$ cat src/rtl/arb_vrp_matrix_lock.sv
// Packet-locking matrix arbiter (least-recently-granted) feeding one valid/ready master port.
// Optional lock-idle timeout is compiled in when ARB_VRP_LOCK_TIMEOUT_EN is defined.
module arb_vrp_matrix_lock #(
    parameter int WIDTH     = 4,
    parameter int PLD_WIDTH = 32,
    parameter int TIMEOUT   = 16
) (
    input  logic                     clk,
    input  logic                     rst,
    input  logic [WIDTH-1:0]         v_vld_s,
    output logic [WIDTH-1:0]         v_rdy_s,
    input  logic [PLD_WIDTH-1:0]     v_pld_s [WIDTH],
    input  logic [WIDTH-1:0]         v_last_s,
    output logic                     vld_m,
    input  logic                     rdy_m,
    output logic [PLD_WIDTH-1:0]     pld_m,
    output logic                     last_m,
    output logic                     locked,
    output logic [$clog2(WIDTH)-1:0] gnt_idx,
    output logic                     err_timeout
);
    localparam int IW = $clog2(WIDTH);

    typedef enum logic {ARB, LOCK} state_t;

    state_t                      state, state_nxt;
    logic [WIDTH-1:0][WIDTH-1:0] m;
    logic [WIDTH-1:0]            g;
    logic [IW-1:0]               arb_idx, lock_idx, lock_idx_nxt, sel_idx, upd_idx;
    logic                        xfer, upd, force_rel;

    if (WIDTH < 2 || TIMEOUT < 2) begin : g_param_chk
        $error("arb_vrp_matrix_lock: WIDTH and TIMEOUT must both be >= 2");
    end

    // i wins when every other valid requester is beaten by i in the matrix
    always_comb begin
        g = v_vld_s;
        for (int i = 0; i < WIDTH; i++)
            for (int j = 0; j < WIDTH; j++)
                if (j != i) g[i] = g[i] & (~v_vld_s[j] | m[i][j]);
        arb_idx = '0;
        for (int i = 0; i < WIDTH; i++)
            if (g[i]) arb_idx = arb_idx | IW'(i);
    end

    always_comb begin
        sel_idx = (state == LOCK) ? lock_idx : arb_idx;
        vld_m   = (state == LOCK) ? v_vld_s[lock_idx] : |v_vld_s;
        pld_m   = '0;
        last_m  = 1'b0;
        if (vld_m || state == LOCK) begin
            pld_m  = v_pld_s[sel_idx];
            last_m = v_last_s[sel_idx];
        end
        v_rdy_s = g & {WIDTH{rdy_m}};
        if (state == LOCK) begin
            v_rdy_s           = '0;
            v_rdy_s[lock_idx] = rdy_m;
        end
        gnt_idx = sel_idx;
        locked  = (state == LOCK);
    end

    assign xfer = vld_m & rdy_m;

    always_comb begin
        state_nxt    = state;
        lock_idx_nxt = lock_idx;
        upd          = 1'b0;
        upd_idx      = sel_idx;
        if (state == ARB) begin
            if (xfer && last_m) begin
                upd = 1'b1;
            end else if (xfer) begin
                state_nxt    = LOCK;
                lock_idx_nxt = arb_idx;
            end
        end else if ((xfer && last_m) || force_rel) begin
            state_nxt = ARB;
            upd       = 1'b1;
        end
    end

    always_ff @(posedge clk) begin
        if (rst) begin
            state    <= ARB;
            lock_idx <= '0;
        end else begin
            state    <= state_nxt;
            lock_idx <= lock_idx_nxt;
        end
    end

    // winner drops below everyone; diagonal stays at its reset value of 0
    always_ff @(posedge clk) begin
        for (int i = 0; i < WIDTH; i++)
            for (int j = 0; j < WIDTH; j++)
                if (rst) begin
                    m[i][j] <= (j > i);
                end else if (upd && i != j) begin
                    if (upd_idx == IW'(i))      m[i][j] <= 1'b0;
                    else if (upd_idx == IW'(j)) m[i][j] <= 1'b1;
                end
    end

`ifdef ARB_VRP_LOCK_TIMEOUT_EN
    localparam int CW = $clog2(TIMEOUT);

    logic [CW-1:0] to_cnt;

    assign force_rel = (state == LOCK) && !v_vld_s[lock_idx] && (to_cnt == CW'(TIMEOUT - 1));

    always_ff @(posedge clk) begin
        if (rst) begin
            to_cnt      <= '0;
            err_timeout <= 1'b0;
        end else begin
            err_timeout <= force_rel;
            if (state != LOCK || v_vld_s[lock_idx] || force_rel) to_cnt <= '0;
            else                                                 to_cnt <= to_cnt + 1'b1;
        end
    end
`else
    assign force_rel   = 1'b0;
    assign err_timeout = 1'b0;
`endif

endmodule

$ cat config.mk
export PLATFORM = sky130hd
export DESIGN_NAME = arb_vrp_matrix_lock
export DESIGN_NICKNAME = d
export VERILOG_FILES = /design/src/rtl/arb_vrp_matrix_lock.sv
export SDC_FILE = /design/constraint.sdc
export NUM_CORES = 1
export LEC_CHECK = 0
export CAP_MARGIN = 20
export CORE_UTILIZATION = 30
export CTS_CLUSTER_SIZE = 24
export DETAILED_ROUTE_END_ITERATION = 16
export PLACE_DENSITY = 0.88
export SYNTH_ARGS = -nofsm -noshare
export SYNTH_HDL_FRONTEND = slang
export SYNTH_SLANG_ARGS = --single-unit
export TNS_END_PERCENT = 1
$ cat constraint.sdc
create_clock -name clk -period 2.7 [get_ports clk]
set_clock_uncertainty 0.1 [all_clocks]
set_input_delay 0.405 -clock clk [delete_from_list [all_inputs] [get_ports clk]]
set_output_delay 0.405 -clock clk [all_outputs]
set_load 0.05 [all_outputs]
After elaboration in Yosys (flattened, before gate mapping)
Cells that the tools add are included.
- input port bits: 139
- word-level logic and storage cells: 111
- bits in registers: 15
- output and inout port bits: 42
- bitwise gates (word level): 34
- eq/ne operators: 3
- reduce and logical (&&, ||, !) cells: 18
- magnitude comparators: 4
- mux-type cells: 38
- operator list (cell ; count):
    $mux W32 ; 3
    $bmux W32 S2 ; 1
    $mux W1 ; 27
    $and A1 B1 Y1 ; 13
    $or A1 B1 Y1 ; 12
    $reduce_and A2 Y1 ; 6
    $reduce_bool A2 Y1 ; 6
    $and A4 B4 Y4 ; 2
    $lt A2 B3 Y1 const B ; 2
    $mux W2 ; 3
    $not A1 Y1 ; 6
    $bmux W1 S2 ; 2
    $eq A2 B2 Y1 const B ; 2
    $mux W4 ; 1
    $reduce_or A4 Y1 ; 1
    $ge A3 B3 Y1 const B ; 1
    $not A2 Y3 ; 1
    $reduce_and A3 Y1 ; 1
    $demux W1 S2 ; 1
    $eq A2 B1 Y1 const B ; 1
    $ge A2 B1 Y1 const B ; 1
    $logic_and A1 B1 Y1 ; 2
    $logic_not A2 Y1 ; 1
    $logic_or A1 B1 Y1 ; 1

Logic depth before layout (Yosys ltp)
Gate-level depths: netlist of the first run.
- depth in word-level cells: 15
- depth in mapped cells: 10
- mapped depth without buffers: 9

Worst setup path before layout of the first run
No wires, ideal clock.
- path kind: register to register
- from: reg with a tool-made name
- to: reg m[3] in the netlist's numbering
- stages on the path, launching flop included: 11
- required time: 2.473 ns
- path buffers: 1
- data arrival time: 3.140 ns
- slack: -0.667 ns
- library setup time: 0.127 ns
- cell sequence: dfxtp_1 and2_1 a41oi_2 o21ai_2 clkbuf_1 inv_1 ha_1 inv_1 a2111oi_1 or2_1 a31oi_1
- RTL lines (what ; line ; text):
    end signal: indexed assignment ; 100 ; m[i][j] <= (j > i);
    end: declaration ; 27 ; logic [WIDTH-1:0][WIDTH-1:0] m;

Final worst setup path of the first run
- from: in v_vld_s[1]
- to: out pld_m[0]
- cells in the longest elaborated chain, start to end: 12
- elaborated cells on any way between the ends: 24
- RTL lines (what ; line ; text):
    start: declaration ; 10 ; input logic [WIDTH-1:0] v_vld_s,
    $and A1 B1 Y1 / $not A1 Y1 (equally long branches) ; 41 ; if (j != i) g[i] = g[i] & (~v_vld_s[j] | m[i][j]);
    $and A1 B1 Y1 / $or A1 B1 Y1 (equally long branches) ; 41 ;
    $and A1 B1 Y1 ; 41 ;
    $mux W1 / $and A1 B1 Y1 (equally long branches) ; 44, 41 ;
    $mux W2 (2 in a row) ; 44 ; if (g[i]) arb_idx = arb_idx | IW'(i);
    $mux W2 ; 48 ; sel_idx = (state == LOCK) ? lock_idx : arb_idx;
    $not A2 Y3 (implied by the code) ; 53 ; pld_m = v_pld_s[sel_idx];
    $bmux W32 S2 ; 53 ;
    $mux W32 (implied by the code) (2 in a row) ; 53 ;
    $mux W32 (*) ; 52 ; if (vld_m || state == LOCK) begin
    end: declaration ; 16 ; output logic [PLD_WIDTH-1:0] pld_m,
Mark *: on every way between the ends. The rest lies on a longest branch, timed or not. The select of a mux whose other input is x is not followed.

==> results of run 1 <==
==> power breakdown <==
group          internal, mW  total [mW]  leakage (nW)  switching [mW]
registers             0.245       0.266         0.123          0.0214
logic                 0.971        1.92          1.80           0.946
clock network         0.103       0.190        0.0255          0.0870
total                  1.32        2.37          1.95            1.05
==> worst min-delay path by stage <==
stage	startpoint	end	slack, ps	cells past startpoint
floorplan	m[2]	m[2]	370	2
global placement	m[2]	m[2]	390	2
detailed placement	m[6]	m[6]	410	2
CTS	m[11]	m[11]	420	2
global route	m[11]	m[11]	460	2
finish	m[2]	m[2]	430	2
==> logic make-up after synthesis <==
family / after synthesis
buffers and inverters: 24
AO/OA/AOI/OAI: 43
AND/OR/NAND/NOR: 77
multiplexers: 36
adder cells (fa/ha/maj): 4
flip-flops: 15
other: 1
==> state kept, by name, indices dropped and copies added, names as in the netlist, named ones only <==
| name | flops |
|---|---|
| lock_idx | 2 |
| m | 12 |
==> what timing repair did <==
| action | CTS | global route |
|---|---|---|
| pin swaps | 2 | 15 |
| resized for setup | 74 | 42 |
| setup buffers | 2 | 8 |
| gates cloned | 3 | 2 |
| setup endpoints to repair | 47 | 50 |
==> critical path: cells and delay by family <==
family          cells  cell delay [ps]
simple gates        2              220
buf+inv             5              830
compound gates      2              570
mux                 1              420
==> through the flow <==
| stage | worst slack, ps | setup TNS, ps |
|---|---|---|
| after floorplan | -48.4 | -1310 |
| final | -248 | -6870 |
| after CTS | -373 | -12050 |
| after global routing | -306 | -9250 |
| after detailed placement | -652 | -24770 |
| after global placement | -491 | -18760 |
==> routing by layer <==
layer / share of wire, % / vias to the layer above / GRT usage [%]
met3: 10 / 45 / 9.05
li1: - / 1243 / -
met5: 0 / - / 0
met4: 4.5 / 0 / 8.94
met2: 52 / 170 / 47.1
met1: 33 / 1409 / 29.4
==> synth_stat cells (2+ instances only) <==
| library cell | number |
|---|---|
| buf_6 | 3 |
| o21a_1 | 3 |
| mux4_2 | 32 |
| nand3_1 | 2 |
| mux2i_1 | 2 |
| a32oi_1 | 2 |
| nor4_1 | 5 |
| nor2_1 | 9 |
| dfxtp_1 | 15 |
| nand2b_1 | 8 |
| and2_1 | 36 |
| o211ai_1 | 2 |
| ha_1 | 4 |
| nand2_1 | 4 |
| o22ai_1 | 2 |
| a41oi_1 | 5 |
| o221a_1 | 2 |
| nor2b_1 | 5 |
| or2_1 | 2 |
| inv_1 | 11 |
| clkbuf_1 | 7 |
| o21ai_1 | 2 |
| a2111oi_1 | 2 |
| a211oi_1 | 4 |
==> area by class of cell <==
class | count | share of cell area (%)
Timing Repair inverter | 3 | 1.17
Sequential cell | 15 | 6.18
Clock inverter | 1 | 0.102
Timing Repair Buffer | 227 | 49.5
Inverter | 12 | 1.25
Multi-Input combinational cell | 161 | 38.5
Clock buffer | 3 | 0.839
Antenna cell | 1 | 0.0509
Tap cell | 96 | 2.44
==> metrics.md, run 1 <==
| Metric | Value |
|---|---|
| Library cells used by synthesis | 55 |
| CP Capture Point | pld_m[0] |
| Most used flip-flop cell after synthesis | dfxtp_1 |
| Cell Pwr Density | 482 nW/um^2 |
| Source-to-sink clock delay at the later pin of the worst-skew pair | 260 ps |
| Final design utilization | 72.0% |
| Most frequent standard cell in the layout excluding fill and tap cells | clkdlybuf4s50_1 |
| Least setup slack across all paths after layout | -248 ps |
| Worst endpoint required time | 2190 ps |
| Type of the most critical hold path | reg2reg |
| Post-synthesis mux area share | 36.3% |
| MaxCap Viol Count | 0 |
| Critical path startpoint | v_vld_s[1] |
| Cell types occupying the most area after synthesis | mux4_2, dfxtp_1, and2_1, ha_1, nand2b_1 |
| Maximum operating frequency | roughly 0.34 GHz |
| Adder-cell share of the synthesized area | 2.34% |
| Violated checks | negative setup slack |
| First-pass GRT wire length | about 15 mm |
| DRC violation count after routing | 0 |
| Most used cells in the layout excluding fill and tap cells | clkdlybuf4s50_1, buf_4, and2_4, mux4_2, buf_6 |
| Cell total after placement | about 500 |
| Netlist area before placement | around 2100 sq um |
| Antenna viol nets, final | 0 |
| Total number of H-tree levels | 1 |
| Cell repeated most along the worst path | buf_12 |
| Post-synthesis sequential area ratio | between 10% and 20% |
| Final hold violation count | 0 |
| FF+latch area | a little over 300 sq um |
| Result of the run | finished with violations |
| Count of flip-flops with a built-in enable after synthesis | 0 |
| Number of rows in the core area | 30 |
| Highest fanout seen on the critical path | 7 |
| Design area | about 4900 sq um |
| DP HPWL | a little under 8 mm |
| DR iter-0 viols | ~130 |
| Number of instances in the synthesized netlist | 200 |
| All-Layer GR Usage | 26.5% |
| Number of clock buffers inserted by TritonCTS | 3 |
| Total power | 2.37 mW |
| XOR/XNOR Fraction of Synth Area | 0% |
| Initial Utilization | a little under a third |
| Actual slew at the worst max-slew pin | roughly 540 ps |
| Max-slew violation count | 0 |
| Largest family of logic cells by synthesized area | multiplexers |
| Setup repair after global routing missed its margin | true |
| Area growth, synth to finish | 130% |
| Synth Register Bits | 15 |
| Clk sinks | 15 |
| I/O pin total | 181 |
| CTS Root Cell | clkbuf_8 |
| Total global routing overflow | 0 |
| Share of layout cells above drive strength 1 | between 40% and 50% |
| Setup slack on the worst flop-to-flop path | about 60 ps |
| Cell with the largest stage delay on the worst path | o41a_1 |
| Crit Path Category | in2out |
| Worst max-slew margin expressed relative to the limit | 63.4% |
| Ys async rst share | 0% |
| 1st-pass router iterations | 4 |
| Cell chain of the critical path | clkdlybuf4s15_1 > nand2b_4 > o41a_1 > o21ai_4 > buf_12 > clkinv_16 > buf_12 > mux4_2 > and2_4 > buf_8 |
| Cell Count, Final, Fillers Out | ~520 |
| Final setup violation count | 33 |
| Number of warnings issued by yosys | 0 |
| Final Routed Wirelength | 11.5 mm |
| Core region area | 6830 sq um |
| CTS clk-pin slew, worst paths | about 60 ps |
| Multi-input gate area in the final layout | around 1900 sq um |
| Synth Area in Simple Gates | between 20% and 30% |
| Crit path time final | slightly below 3000 ps |
| Clock tree from TritonCTS | done |
| CP Launch Type | input pin |
| Total die area | around 7500 sq um |
| Syn avg cell area | between 10 and 15 sq um |
| Antenna violations before repair | 0 |
| Depth of the most critical reg-to-reg path | 11 |
| Signal arrival time at the worst endpoint | around 2400 ps |
| Pin count of the biggest net entering global routing | 33 |
| Wire length per cell | around 22 microns |
| Synthesized-area fraction occupied by ao, oa, aoi and oai cells | between 10% and 20% |
| Max rail drop VDD | about 210 uV |
| Share of the cycle needed by the critical path after routing | 109% |
| Static Leakage | just under 2 nW |
| Critical Path Max Stage Delay | 480 ps |
| Largest buffer count on any clock path | 2 |
| Placed instance area | approximately 4300 sq um |
| Vias in the first global route | about 2800 |
| Area fraction of the dominant cell type after synthesis | around a third |
| Hold buffer count at CTS | 0 |
| RePlAce Congestion | between 0.9 and 1 |
| Endpoint type of the worst setup path | output port |
| Critical R2R Capture | m[6] |
| Routed via count | about 2900 |
| Post-Route Hold Slack | between 400 and 500 ps |
| Dominant cell type by area after synthesis | mux4_2 |
| Synth Net Count | between 300 and 400 |
| # fillers | around 450 |
| Die boundary width | between 80 and 90 microns |
| Vertical die dimension | ~87 microns |
| Via density | about 5.5 |
| Final net count | about 570 |
| Total of buffers placed on input and output ports | ~180 |
Note: power is estimated with default switching activity, not from simulation.
==> run 2, diff against run 1 <==
--- a/config.mk
+++ b/config.mk
@@ -9,6 +9,7 @@
 export CORE_UTILIZATION = 30
 export CTS_CLUSTER_SIZE = 24
 export DETAILED_ROUTE_END_ITERATION = 16
+export HOLD_SLACK_MARGIN = 0.08
 export PLACE_DENSITY = 0.88
 export SYNTH_ARGS = -nofsm -noshare
 export SYNTH_HDL_FRONTEND = slang
==> results of run 2 <==
Final layout, timing and power as in run 1 (identical DEF).
==> run 3, diff against run 2 <==
--- a/config.mk
+++ b/config.mk
@@ -5,13 +5,14 @@
 export SDC_FILE = /design/constraint.sdc
 export NUM_CORES = 1
 export LEC_CHECK = 0
+export ABC_AREA = 1
 export CAP_MARGIN = 20
-export CORE_UTILIZATION = 30
+export CORE_UTILIZATION = 35
 export CTS_CLUSTER_SIZE = 24
 export DETAILED_ROUTE_END_ITERATION = 16
 export HOLD_SLACK_MARGIN = 0.08
-export PLACE_DENSITY = 0.88
+export PLACE_DENSITY = 0.95
 export SYNTH_ARGS = -nofsm -noshare
 export SYNTH_HDL_FRONTEND = slang
 export SYNTH_SLANG_ARGS = --single-unit
-export TNS_END_PERCENT = 1
+export TNS_END_PERCENT = 20
==> constraint.sdc (replaced) <==
create_clock -name clk -period 3.7 [get_ports clk]
set_clock_uncertainty 0.1 [all_clocks]
set_input_delay 0.555 -clock clk [delete_from_list [all_inputs] [get_ports clk]]
set_output_delay 0.555 -clock clk [all_outputs]
set_load 0.05 [all_outputs]
==> run 3 against run 2 <==
Compared with the run above:
- the flow now finishes without violations
- clock-buffer cell count is the same
- critical path depth grew 1
- non-clock buffer count shrank 40
- register-to-register slack gained 1300 ps
- clock power shrank 27%
- core utilization grew 1.5 points
- cell area shrank 11%
- routed wire length shrank 12%
- sequential share of layout area grew 0.64 points
- synthesized cell count grew 110%
- power shrank 3.0%
- critical path type unchanged
- highest routed layer unchanged
==> metrics.md, run 3 <==
| Metric | Value |
|---|---|
| Static Leakage | 1.90 nW (was 1.95 nW) |
| Source-to-sink clock delay at the later pin of the worst-skew pair | 260 ps (about the same) |
| Endpoint type of the worst setup path | output port (unchanged) |
| Die boundary width | 81.5 microns (was 86.5 microns) |
| Final Routed Wirelength | 10.2 mm (was 11.5 mm) |
| Final net count | 721 (was 566) |
| Share of layout cells above drive strength 1 | 11.6% (was 43.4%) |
| RePlAce Congestion | 0.896 (was 0.948) |
| Total number of H-tree levels | 1 (unchanged) |
| Synth Register Bits | 15 (unchanged) |
| Total global routing overflow | 0 (unchanged) |
| Number of clock buffers inserted by TritonCTS | 3 (unchanged) |
| Cell with the largest stage delay on the worst path | clkdlybuf4s50_1 (was o41a_1) |
| Post-synthesis sequential area ratio | 13.6% (was 14.0%) |
| Crit Path Category | in2out (unchanged) |
| Count of cells resized by post-cts repair | 0 (was 74) |
| Antenna diodes | 0 (was 1) |
| Antenna viol nets, final | 0 (unchanged) |
| Library cells used by synthesis | 29 (was 55) |
| Max FFs per register | 12 (unchanged) |
| Final setup violation count | 0 (was 33) |
| CP Launch Type | input pin (unchanged) |
| Vias in the first global route | 3297 (was 2813) |
| Count of flip-flops with a built-in enable after synthesis | 0 (unchanged) |
| Cell Pwr Density | 523 nW/um^2 (was 482 nW/um^2) |
| Type of the most critical hold path | reg2reg (unchanged) |
| Hold buffer count at CTS | 0 (unchanged) |
| Number of rows in the core area | 28 (was 30) |
| Number of instances in the synthesized netlist | 414 (was 200) |
| Worst endpoint required time | 3040 ps (was 2190 ps) |
| Routed via count | 3464 (was 2867) |
| Share of the cycle needed by the critical path after routing | between 90 and 100% |
| Vertical die dimension | 81.5 microns (was 86.5 microns) |
| Maximum operating frequency | ~0.28 GHz |
| Library cell with the highest instance count after synthesis | nor2_1 (was and2_1) |
| All-Layer GR Usage | 30.0% (was 26.5%) |
| Largest registers ranked by flip-flop count | m (12), lock_idx (2) (unchanged) |
| Clock tree from TritonCTS | done (unchanged) |
| Crit path time final | roughly 3500 ps |
| Most frequent standard cell in the layout excluding fill and tap cells | clkdlybuf4s50_1 (unchanged) |
| Number of warnings issued by yosys | 0 (unchanged) |
| Max rail drop VDD | 470 uV (was 213 uV) |
| Least setup slack across all paths after layout | 188 ps (was -248 ps) |
| MaxCap Viol Count | 0 (unchanged) |
| Wire length per cell | 15.6 microns (was 22.2 microns) |
| Total of buffers placed on input and output ports | 179 (unchanged) |
| Clk sinks | 15 (unchanged) |
| First-pass GRT wire length | 15.4 mm (was 15.0 mm) |
| Antenna violations before repair | 0 (unchanged) |
| Pin count of the biggest net entering global routing | 69 (was 33) |
| Syn avg cell area | 5.34 sq um (was 10.7 sq um) |
| Largest buffer count on any clock path | 2 (unchanged) |
| Cell types occupying the most area after synthesis | nor2_1, dfxtp_1, o21ai_0, a21oi_1, nand2_1 (was mux4_2, dfxtp_1, and2_1, ha_1, nand2b_1) |
| Netlist area before placement | 2210 sq um (was 2140 sq um) |
| Actual slew at the worst max-slew pin | 509 ps (was 536 ps) |
| DP HPWL | 7.97 mm (was 7.91 mm) |
| Cell chain of the critical path | clkdlybuf4s50_1 > nand2_1 > nand3_1 > nand2_2 > nand2_1 > nand2_2 > buf_4 > nor2_1 > o21ai_0 > a21oi_1 > buf_12 (was clkdlybuf4s15_1 > nand2b_4 > o41a_1 > o21ai_4 > buf_12 > clkinv_16 > buf_12 > mux4_2 > and2_4 > buf_8) |
| Signal arrival time at the worst endpoint | 2860 ps (was 2440 ps) |
| Total die area | 6630 sq um (was 7490 sq um) |
| Area growth, synth to finish | 99.3% (was 130%) |
| CP delay by family, top | buffers and inverters (unchanged) |
| Synth Net Count | 557 (was 343) |
| Core region area | 5990 sq um (was 6830 sq um) |
| # fillers | 454 (was 449) |
| Via density | 5.31 (was 5.52) |
| Most used standard cells in the synthesized netlist | nor2_1, o21ai_0, nand2_1, a21oi_1, inv_1 (was and2_1, mux4_2, dfxtp_1, inv_1, nor2_1) |
| Ys async rst share | 0% (unchanged) |
| Max-slew violation count | 0 (unchanged) |
| Post-CTS setup buffer count | 0 (was 2) |
| FF+latch area | 300 sq um (was 304 sq um) |
| Setup repair after global routing missed its margin | false (was true) |
| DR iter-0 viols | 219 (was 127) |
| CTS Root Cell | clkbuf_8 (unchanged) |
| DRC violation count after routing | 0 (unchanged) |
| Register with the most flip-flops | m (unchanged) |
| Multi-input gate area in the final layout | 1580 sq um (was 1900 sq um) |
| Critical Path Max Stage Delay | 600 ps (was 480 ps) |
| 1st-pass router iterations | 5 (was 4) |
| Result of the run | finished clean (was finished with violations) |
| I/O pin total | 181 (unchanged) |
| Worst Setup Slack post-DPL | 257 ps (was -652 ps) |
| Dominant cell type by area after synthesis | nor2_1 (was mux4_2) |
| Area fraction of the dominant cell type after synthesis | 23.4% (was 33.6%) |
| Most used flip-flop cell after synthesis | dfxtp_1 (unchanged) |
| Crit path buffers/inverters | 3 (was 5) |
| Most used cells in the layout excluding fill and tap cells | clkdlybuf4s50_1, nor2_1, o21ai_0, nand2_1, buf_12 (was clkdlybuf4s50_1, buf_4, and2_4, mux4_2, buf_6) |
| Worst max-slew margin expressed relative to the limit | 65.9% (was 63.4%) |
| Final hold violation count | 0 (unchanged) |
| Highest fanout seen on the critical path | 15 (was 7) |
| CTS clk-pin slew, worst paths | 60 ps (about the same) |
| Initial Utilization | 36.9% (was 31.4%) |
| Setup TNS after final layout | 0 ps (was -6870 ps) |
-- run 3: changes by cell type after synthesis, moves of 15 or more --
cell,change
o21ai_0,+58
nand3_1,+15
nor2_1,+129
mux4_2,-32
inv_1,+20
and2_1,-36
a21oi_1,+36
nand2_1,+37
-- run 3: area by class of cell --
class | count | area share, %
timing repair buffer | 187 | 51.2
multi-input combinational | 336 | 35.9
sequential | 15 | 6.82
inverter | 35 | 2.98
tap | 75 | 2.13
clock buffer | 3 | 0.938
clock inverter | 1 | 0.114
-- run 3: per-stage QoR --
step / cells / utilization (%) / hold WS [ps] / power (mW) / area (sq um)
floorplan: 414 / - / 324 / 1.27 / 2210
global placement: 648 / 72.7 / 343 / 2.12 / 4360
detailed placement: 648 / 72.7 / 354 / 2.15 / 4360
CTS: 652 / 73.5 / 368 / 2.30 / 4400
global route: 652 / 73.5 / 393 / 2.43 / 4400
finish: 652 / 73.5 / 371 / 2.30 / 4400
-- run 3: final timing paths --
path,start,end,slack [ps],cells past startpoint
setup reg to reg,flop,m[9],1320,11
hold reg to reg,m[8],m[8],370,2
hold / removal,m[8],m[8],370,2
setup / recovery,v_vld_s[0],pld_m[10],190,11
-- run 3: cell families after synthesis --
group	Yosys count	synth area share, %
simple gates	216	41.2
fa+ha+maj	4	2.27
compound gates	115	27.8
other cells	1	0.170
flops	15	13.6
buf+inv	63	14.9
-- run 3: per-layer routing --
layer / global-route usage, % / part of all wire, % / up-vias
li1: - / - / 1664
met1: 33.6 / 37 / 1567
met2: 53.1 / 51 / 206
met3: 9.11 / 9.9 / 27
met4: 10.5 / 2.2 / 0
met5: 0 / 0 / -
-- run 3: power by group --
part | switching [mW] | internal (mW) | total [mW]
logic | 1.11 | 0.849 | 1.96
registers | 0.0167 | 0.185 | 0.202
clock network | 0.0632 | 0.0748 | 0.138
-- run 3: worst min-delay path: stages (launching register included) --
cell and delay [ps]:
dfxtp_1 300, inv_1 70, a21oi_1 60
